File: src/rtl/arm_data_bus_responder.sv
// Data-memory responder for the ARM core's load/store port.
// Serves word RAM plus memory-mapped camera and LED registers with zero wait
// states. Camera pixels queue in a circular FIFO. Firmware drains the FIFO by
// reading CAM_DATA.
module arm_data_bus_responder #(
    parameter int RAM_WORDS  = 64,
    parameter int FIFO_DEPTH = 16,
    parameter int PIXEL_W    = 8
) (
    input  logic               clk,
    input  logic               reset,
    input  logic [31:0]        address,
    input  logic [31:0]        write_data,
    input  logic               write_enable,
    input  logic               read_enable,
    output logic [31:0]        read_data,
    input  logic [PIXEL_W-1:0] cam_pixel,
    input  logic               cam_valid,
    output logic               cam_ready,
    output logic [7:0]         led,
    output logic               decode_error
);

    localparam int AW = $clog2(RAM_WORDS);
    localparam int PW = $clog2(FIFO_DEPTH);
    localparam int CW = PW + 1;

    // Register word addresses (byte address >> 2).
    localparam logic [29:0] CAM_DATA_W   = 30'h0000_0400;
    localparam logic [29:0] CAM_STATUS_W = 30'h0000_0401;
    localparam logic [29:0] CAM_CTRL_W   = 30'h0000_0402;
    localparam logic [29:0] LED_W        = 30'h0000_0403;

    // Storage
    logic [31:0]        ram_mem  [RAM_WORDS];
    logic [PIXEL_W-1:0] fifo_mem [FIFO_DEPTH];

    // Control state
    logic [PW-1:0] wr_ptr_q, wr_ptr_d;
    logic [PW-1:0] rd_ptr_q, rd_ptr_d;
    logic [CW-1:0] count_q, count_d;
    logic          overflow_q, overflow_d;
    logic          underflow_q, underflow_d;
    logic          capture_en_q, capture_en_d;
    logic [7:0]    led_q, led_d;
    logic          decode_error_q, decode_error_d;

    // Address decode
    logic [29:0]   word_addr;
    logic [AW-1:0] ram_idx;
    logic          ram_hit, cam_data_hit, cam_status_hit, cam_ctrl_hit, led_hit, unmapped;
    logic          unused_addr_bits;

    assign word_addr        = address[31:2];
    assign ram_idx          = address[AW+1:2];
    assign ram_hit          = (address[31:AW+2] == '0);
    assign cam_data_hit     = (word_addr == CAM_DATA_W);
    assign cam_status_hit   = (word_addr == CAM_STATUS_W);
    assign cam_ctrl_hit     = (word_addr == CAM_CTRL_W);
    assign led_hit          = (word_addr == LED_W);
    assign unmapped         = ~(ram_hit | cam_data_hit | cam_status_hit | cam_ctrl_hit | led_hit);
    // Byte offset within a word has no meaning on this word-only bus.
    assign unused_addr_bits = ^address[1:0];

    // FIFO flags and transfer qualifiers
    logic fifo_empty, fifo_full;
    logic ctrl_wr, flush, push, pop, underflow_set, overflow_set;

    assign fifo_empty    = (count_q == '0);
    assign fifo_full     = (count_q == CW'(FIFO_DEPTH));
    assign cam_ready     = capture_en_q & ~fifo_full;
    assign ctrl_wr       = write_enable & cam_ctrl_hit;
    // Flush overrides any push or pop in the same cycle.
    assign flush         = ctrl_wr & write_data[1];
    assign push          = cam_valid & cam_ready & ~flush;
    assign pop           = read_enable & cam_data_hit & ~fifo_empty & ~flush;
    assign underflow_set = read_enable & cam_data_hit & fifo_empty;
    assign overflow_set  = cam_valid & capture_en_q & fifo_full;

    // Next-state computation for pointers, count, flags and registers
    always_comb begin
        wr_ptr_d       = wr_ptr_q;
        rd_ptr_d       = rd_ptr_q;
        count_d        = count_q;
        overflow_d     = overflow_q;
        underflow_d    = underflow_q;
        capture_en_d   = capture_en_q;
        led_d          = led_q;
        decode_error_d = unmapped & (read_enable | write_enable);

        if (flush) begin
            wr_ptr_d = '0;
            rd_ptr_d = '0;
            count_d  = '0;
        end else begin
            if (push) wr_ptr_d = wr_ptr_q + 1'b1;
            if (pop)  rd_ptr_d = rd_ptr_q + 1'b1;
            if (push && !pop)      count_d = count_q + 1'b1;
            else if (pop && !push) count_d = count_q - 1'b1;
        end

        // A set event in the same cycle beats the clear request.
        if (ctrl_wr && write_data[0]) begin
            overflow_d  = 1'b0;
            underflow_d = 1'b0;
        end
        if (overflow_set)  overflow_d  = 1'b1;
        if (underflow_set) underflow_d = 1'b1;

        if (ctrl_wr) capture_en_d = write_data[2];
        if (write_enable && led_hit) led_d = write_data[7:0];
    end

    // Control state registers with asynchronous reset
    always_ff @(posedge clk or posedge reset) begin
        if (reset) begin
            wr_ptr_q       <= '0;
            rd_ptr_q       <= '0;
            count_q        <= '0;
            overflow_q     <= 1'b0;
            underflow_q    <= 1'b0;
            capture_en_q   <= 1'b0;
            led_q          <= 8'h00;
            decode_error_q <= 1'b0;
        end else begin
            wr_ptr_q       <= wr_ptr_d;
            rd_ptr_q       <= rd_ptr_d;
            count_q        <= count_d;
            overflow_q     <= overflow_d;
            underflow_q    <= underflow_d;
            capture_en_q   <= capture_en_d;
            led_q          <= led_d;
            decode_error_q <= decode_error_d;
        end
    end

    // Data RAM store port; contents survive reset
    always_ff @(posedge clk) begin
        if (write_enable && ram_hit) ram_mem[ram_idx] <= write_data;
    end

    // Pixel FIFO storage write port
    always_ff @(posedge clk) begin
        if (push) fifo_mem[wr_ptr_q] <= cam_pixel;
    end

    // Combinational read mux; reads never change state here
    logic [7:0]  count_ext;
    logic [31:0] status_word;

    assign count_ext   = 8'(count_q);
    assign status_word = {16'h0000, count_ext, 3'b000, capture_en_q,
                          underflow_q, overflow_q, fifo_full, fifo_empty};

    // Select the read word for the current address
    always_comb begin
        read_data = 32'h0000_0000;
        if (ram_hit)
            read_data = ram_mem[ram_idx];
        else if (cam_data_hit)
            read_data = fifo_empty ? 32'h0000_0000
                                   : {{(32-PIXEL_W){1'b0}}, fifo_mem[rd_ptr_q]};
        else if (cam_status_hit)
            read_data = status_word;
        else if (cam_ctrl_hit)
            read_data = {29'b0, capture_en_q, 2'b00};
        else if (led_hit)
            read_data = {24'b0, led_q};
    end

    assign led          = led_q;
    assign decode_error = decode_error_q;

endmodule

File: config.mk
export PLATFORM = sky130hd
export DESIGN_NAME = arm_data_bus_responder
export DESIGN_NICKNAME = d
export VERILOG_FILES = /design/src/rtl/arm_data_bus_responder.sv
export SDC_FILE = /design/constraint.sdc
export NUM_CORES = 2
export LEC_CHECK = 0
export BUFFER_PORTS_ARGS = -buffer_cell sky130_fd_sc_hd__buf_2
export CAP_MARGIN = 20
export CORE_ASPECT_RATIO = 2
export CORE_UTILIZATION = 63
export CTS_BUF_LIST = sky130_fd_sc_hd__clkbuf_2 sky130_fd_sc_hd__clkbuf_4 sky130_fd_sc_hd__clkbuf_8
export DETAILED_ROUTE_END_ITERATION = 10
export MAX_ROUTING_LAYER = met4
export PLACE_DENSITY_LB_ADDON = 0.2
export SLEW_MARGIN = 20
export SYNTH_ARGS = -nofsm -noshare
export SYNTH_HDL_FRONTEND = slang
export SYNTH_SLANG_ARGS = --single-unit
File: constraint.sdc
create_clock -name clk -period 5.4 [get_ports clk]
set_input_delay 0.27 -clock clk [delete_from_list [all_inputs] [get_ports clk]]
set_output_delay 0.27 -clock clk [all_outputs]
set_load 0.01 [all_outputs]
---- Word-level counts from Yosys, hierarchy flattened ----
Memories as Yosys holds them, arrays and structs flattened.
Index checks and enable logic that the tools add are counted.
cells by class
  mux-type cells .......................... 20
  $lt $le $gt $ge ......................... 0
  $mul .................................... 0
  add/subtract/negate cells ............... 4
  shift-type cells ........................ 0
  bitwise logic cells ..................... 21
  reductions and logical operators ........ 14
  equal/unequal tests ..................... 5
  div/mod/pow operators ................... 0
operator list
  kind                                                   count
  equality test 30 x 11 -> 1 bit, second input constant  4
  2-to-1 mux 32 bit                                      1
  2-to-1 mux 13 bit                                      2
  logical NOT 24 bit                                     1
  2-to-1 mux 8 bit                                       3
  2-to-1 mux 4 bit                                       4
  2-to-1 mux 5 bit                                       3
  AND 1 bit                                              12
  adder 4 x 1 -> 4 bit, second input constant            2
  nonzero test 2 bit                                     4
  2-to-1 mux 1 bit                                       7
  adder 5 x 1 -> 5 bit, second input constant            1
  equality test 5 bit, second input constant             1
  logical AND 1 bit                                      5
  logical NOT 5 bit                                      1
  bitwise OR 1 bit                                       5
  subtractor 5 x 1 -> 5 bit, second input constant       1
  NOT 1 bit                                              4
  nonzero test 3 bit                                     1
  logical NOT 1 bit                                      2
storage, ports and cells
  logic and storage cells ................. 74
  register bits ........................... 25
  memories ................................ 2
  bits in read-only memories .............. 0
  latch bits .............................. 0
  output and inout bits ................... 42
  RAM bits ................................ 2176
memories
  memory    words  bits a word  rd ports  clocked after memory_dff  write ports  RTL line  source
  ram_mem   64     32           1         0                         1            35        logic [31:0] ram_mem [RAM_WORDS];
  fifo_mem  16     8            1         0                         1            36        logic [PIXEL_W-1:0] fifo_mem [FIFO_DEPTH];

---- Depth between registers and ports, before layout ----
  depth in word-level cells ............... 10
  gate-level depth with buffers ........... 14
  mapped depth without buffers ............ 12

---- Least setup slack after synthesis ----
No wires, ideal clock.
  path type ............................... input to register
  start point ............................. input address[4]
  end point ............................... memory ram_mem[13][0], enable pin
  library setup time ...................... 0.421 ns
  buffers on the path ..................... 5
  stages .................................. 7
  slack ................................... 1.854 ns
  arrival ................................. 3.125 ns
  cell sequence ........................... buf_2 > buf_2 > buf_2 > clkbuf_1 > clkbuf_1 > nand4_1 > nor2_1
RTL lines
  item                RTL line  source
  start: declaration  12        input logic [31:0] address,
  end: declaration    35
No word-level cell before the write port.

---- Worst setup path in the final report ----
  start point ............................. register rd_ptr_q[0]
  end point ............................... output read_data[7]
on the way
  cells in the longest elaborated chain, start to end .. 4
RTL lines
  item                      RTL line  source
  start: declaration        40        logic [PW-1:0] rd_ptr_q, rd_ptr_d;
  start signal: assignment  127       rd_ptr_q <= rd_ptr_d;
  memory read (16 x 8 bit)  n/a
  2-to-1 mux 8 bit          161       read_data = fifo_empty ? 32'h0000_0000
  2-to-1 mux 13 bit         160       else if (cam_data_hit)
  2-to-1 mux 32 bit         158       if (ram_hit)
  end: declaration          16        output logic [31:0] read_data,
No other way between the ends.

==> results.ini <==
[worst_setup_path]
cp_max_fo = 17
r2r-end = count_q[4]
reg2reg_slack_ps = 1800
path_class = reg -> out
cp.required_ps = 5130
reg2regPathDepth = 11
setup.worst_path.start = rd_ptr_q[0]
critPathLaunchType = flip-flop
r2r_start = count_q[0]
arrival_ps = 4020
end_kind = output pin

[sta]
rsz0062_at_grt = no
relSlewSlack = 0.209
period_needed_ps = 4290
finalHoldViolations = 16
setup_ws_ps = 1110
fin_skew_ps = 27.8
timing.final.crit_share = 0.794
drv_slew = 0
finalSetupViolations = 0
fmax_mhz = 233
tns_ps = 0
worstMarginPinSlew_ps = 1190
holdWs_ps = -16.7

[power]
ir_drop_v = 0.000199
p_per_area_nw_per_um2 = 340
cellLeakagePower_nw = 30.3
p_total_mw = 32.2

[drt]
routed_wl_mm = 215
ant_nets = 0
vias = 42200
highest_layer = met4
route.detailed.drc = 0
wl_met1_mm = 69.6
wl_met3_mm = 15.8
dr_wl_met2_mm = 115
drtIter0Drc = 5050
wire_per_inst_um = 34.7
firstDrtPassIters = 5
vias_per_cell = 6.80

[logic_synthesis]
ys_types = 60
seq_area_frac_synth = 0.775
avgSynthCellArea_sq_um = 22.2
netlist_top_cells_area = edfxtp_1, mux4_2, mux2i_1
synth_commonest_cells = edfxtp_1, mux4_2, mux2i_1
synth_cells = 3837
synth_area_leader_cell = edfxtp_1
synth_ff_type = edfxtp_1
syn_area_sq_um = 85100
yosys_warnings = 0
async_flop_share = 0.0114
synth_nets = 3924
synth-edff-count = 2176
netlist.area_leader.share = 0.768
ys_seq_elements = 2201
synth.most_common_cell = edfxtp_1

[floorplanning]
start_util = 0.634
ios = 119
rows = 190
die_w_um = 262
die_area_sq_um = 137000
core_area_sq_um = 134000
die_height_um = 522

[placement]
placed_area_sq_um = 88900
place.detailed.hpwl_mm = 132
place.gp.congestion = 0.935
pre_cts_ws_ps = 1420
port_buffers = 116

[layout]
drive_above_1_share = 0.309
fin_nets = 4340
nFillCells = 7907
fin_area_sq_um = 94900
syn_to_final_growth_pct = 11.5
post-route-util = 0.708
multiInputGateArea_sq_um = 18500
ff_latch_area_sq_um = 66000

[grt]
antenna_found_initial = 5
grt_pass1_vias = 43200
grtUsageTotal = 0.334
grt_max_degree = 85
grt_pass1_wl_mm = 303
overflow = 0

[clock_network]
cts_tree = yes
clkLatencyLatePin_ps = 910
root_buffer = clkbuf_8
clk_pin_slew_ps = 70
htreeDepth = 5
cts_num_sinks = 2201
clock_path_buffers = 4
cts_made_buffers = 290

[flow_run]
drv_cap = 0

[run_status]
outcome = finished, violations left
violations = negative hold slack

[min_path]
hp-class = in -> async

-- power by group --
part / switching [mW] / leakage, nW / internal, mW / total [mW]
clock: 5.88 / 2.88 / 6.07 / 12.0
sequential: 0.0000866 / 19.9 / 18.8 / 18.8
combinational: 0.964 / 7.54 / 0.550 / 1.51
total: 6.85 / 30.3 / 25.4 / 32.2
-- sequential cells by signal, summed over array words and instances, names as in the netlist --
name / cells
led: 8
capture_en_q: 1
decode_error: 1
fifo_mem: 128
rd_ptr_q: 4
count_q: 5
overflow_q: 1
underflow_q: 1
wr_ptr_q: 4
ram_mem: 2048
-- metrics by stage --
step / cells / hold slack [ps]
6_report: 6201 / -16.7
2_1_floorplan: 3837 / 297
5_1_grt: 6198 / 54.9
3_5_place_dp: 5649 / 498
4_1_cts: 6169 / 6.22
3_3_place_gp: 5649 / 474
-- what timing repair did --
item,in CTS,in global routing
setup buffers,0,0
resized for setup,0,0
hold buffers,20,16
endpoints found under the hold margin,182,601
-- final cells by class --
type                       instances  area share
sequential                      2201       0.695
multi-input combinational       1403       0.195
clock buffer                     382      0.0501
timing repair buffer             339      0.0285
tap                             1728      0.0228
clock inverter                   118     0.00747
inverter                          18    0.000765
antenna                           12    0.000317
-- how the worst max path moves through the flow --
stage | end | slack, ps | depth (start not counted)
floorplan | ram_mem[13][0] | 1850 | 7
global placement | read_data[23] | 1410 | 9
detailed placement | read_data[23] | 1420 | 9
CTS | read_data[6] | 1030 | 7
global route | read_data[7] | 1020 | 7
finish | read_data[7] | 1110 | 7
-- cells in the final DEF, fill, tap and decap left out, types with 71 or more instances in the layout --
master,Yosys,layout
mux2i_1,184,184
nand2_1,82,82
a22oi_1,73,73
edfxtp_1,2176,2176
mux4_2,528,528
buf_2,70,98
clkbuf_4,0,81
clkinv_1,1,71
clkbuf_8,0,303
buf_4,24,179
-- metal layers --
| metal | vias to the layer above | track usage |
|---|---|---|
| li1 | 17100 | - |
| met1 | 22100 | 0.375 |
| met2 | 2419 | 0.564 |
| met3 | 596 | 0.0480 |
| met4 | 0 | 0.200 |
| met5 | - | - |
-- worst max-delay path: stages (launching register included) --
cell	delay (ps)
dfrtp_2	750
mux4_2	590
nor2b_1	150
a211oi_1	890
a21oi_1	120
a22oi_1	260
o221ai_1	150
buf_2	190
-- cell families (layout without fill, tap and decap cells) --
logic type / Yosys count / in the layout / synth area share
flip-flops: 2201 / 2201 / 0.775
multiplexers: 749 / 749 / 0.166
other: 0 / 12 / 0
adder cells (fa/ha/maj): 10 / 10 / 0.00156
buffers and inverters: 233 / 857 / 0.0134
AO/OA/AOI/OAI: 281 / 281 / 0.0223
AND/OR/NAND/NOR: 354 / 354 / 0.0200
XOR/XNOR: 9 / 9 / 0.00101
(Power assumes the default switching activity.)
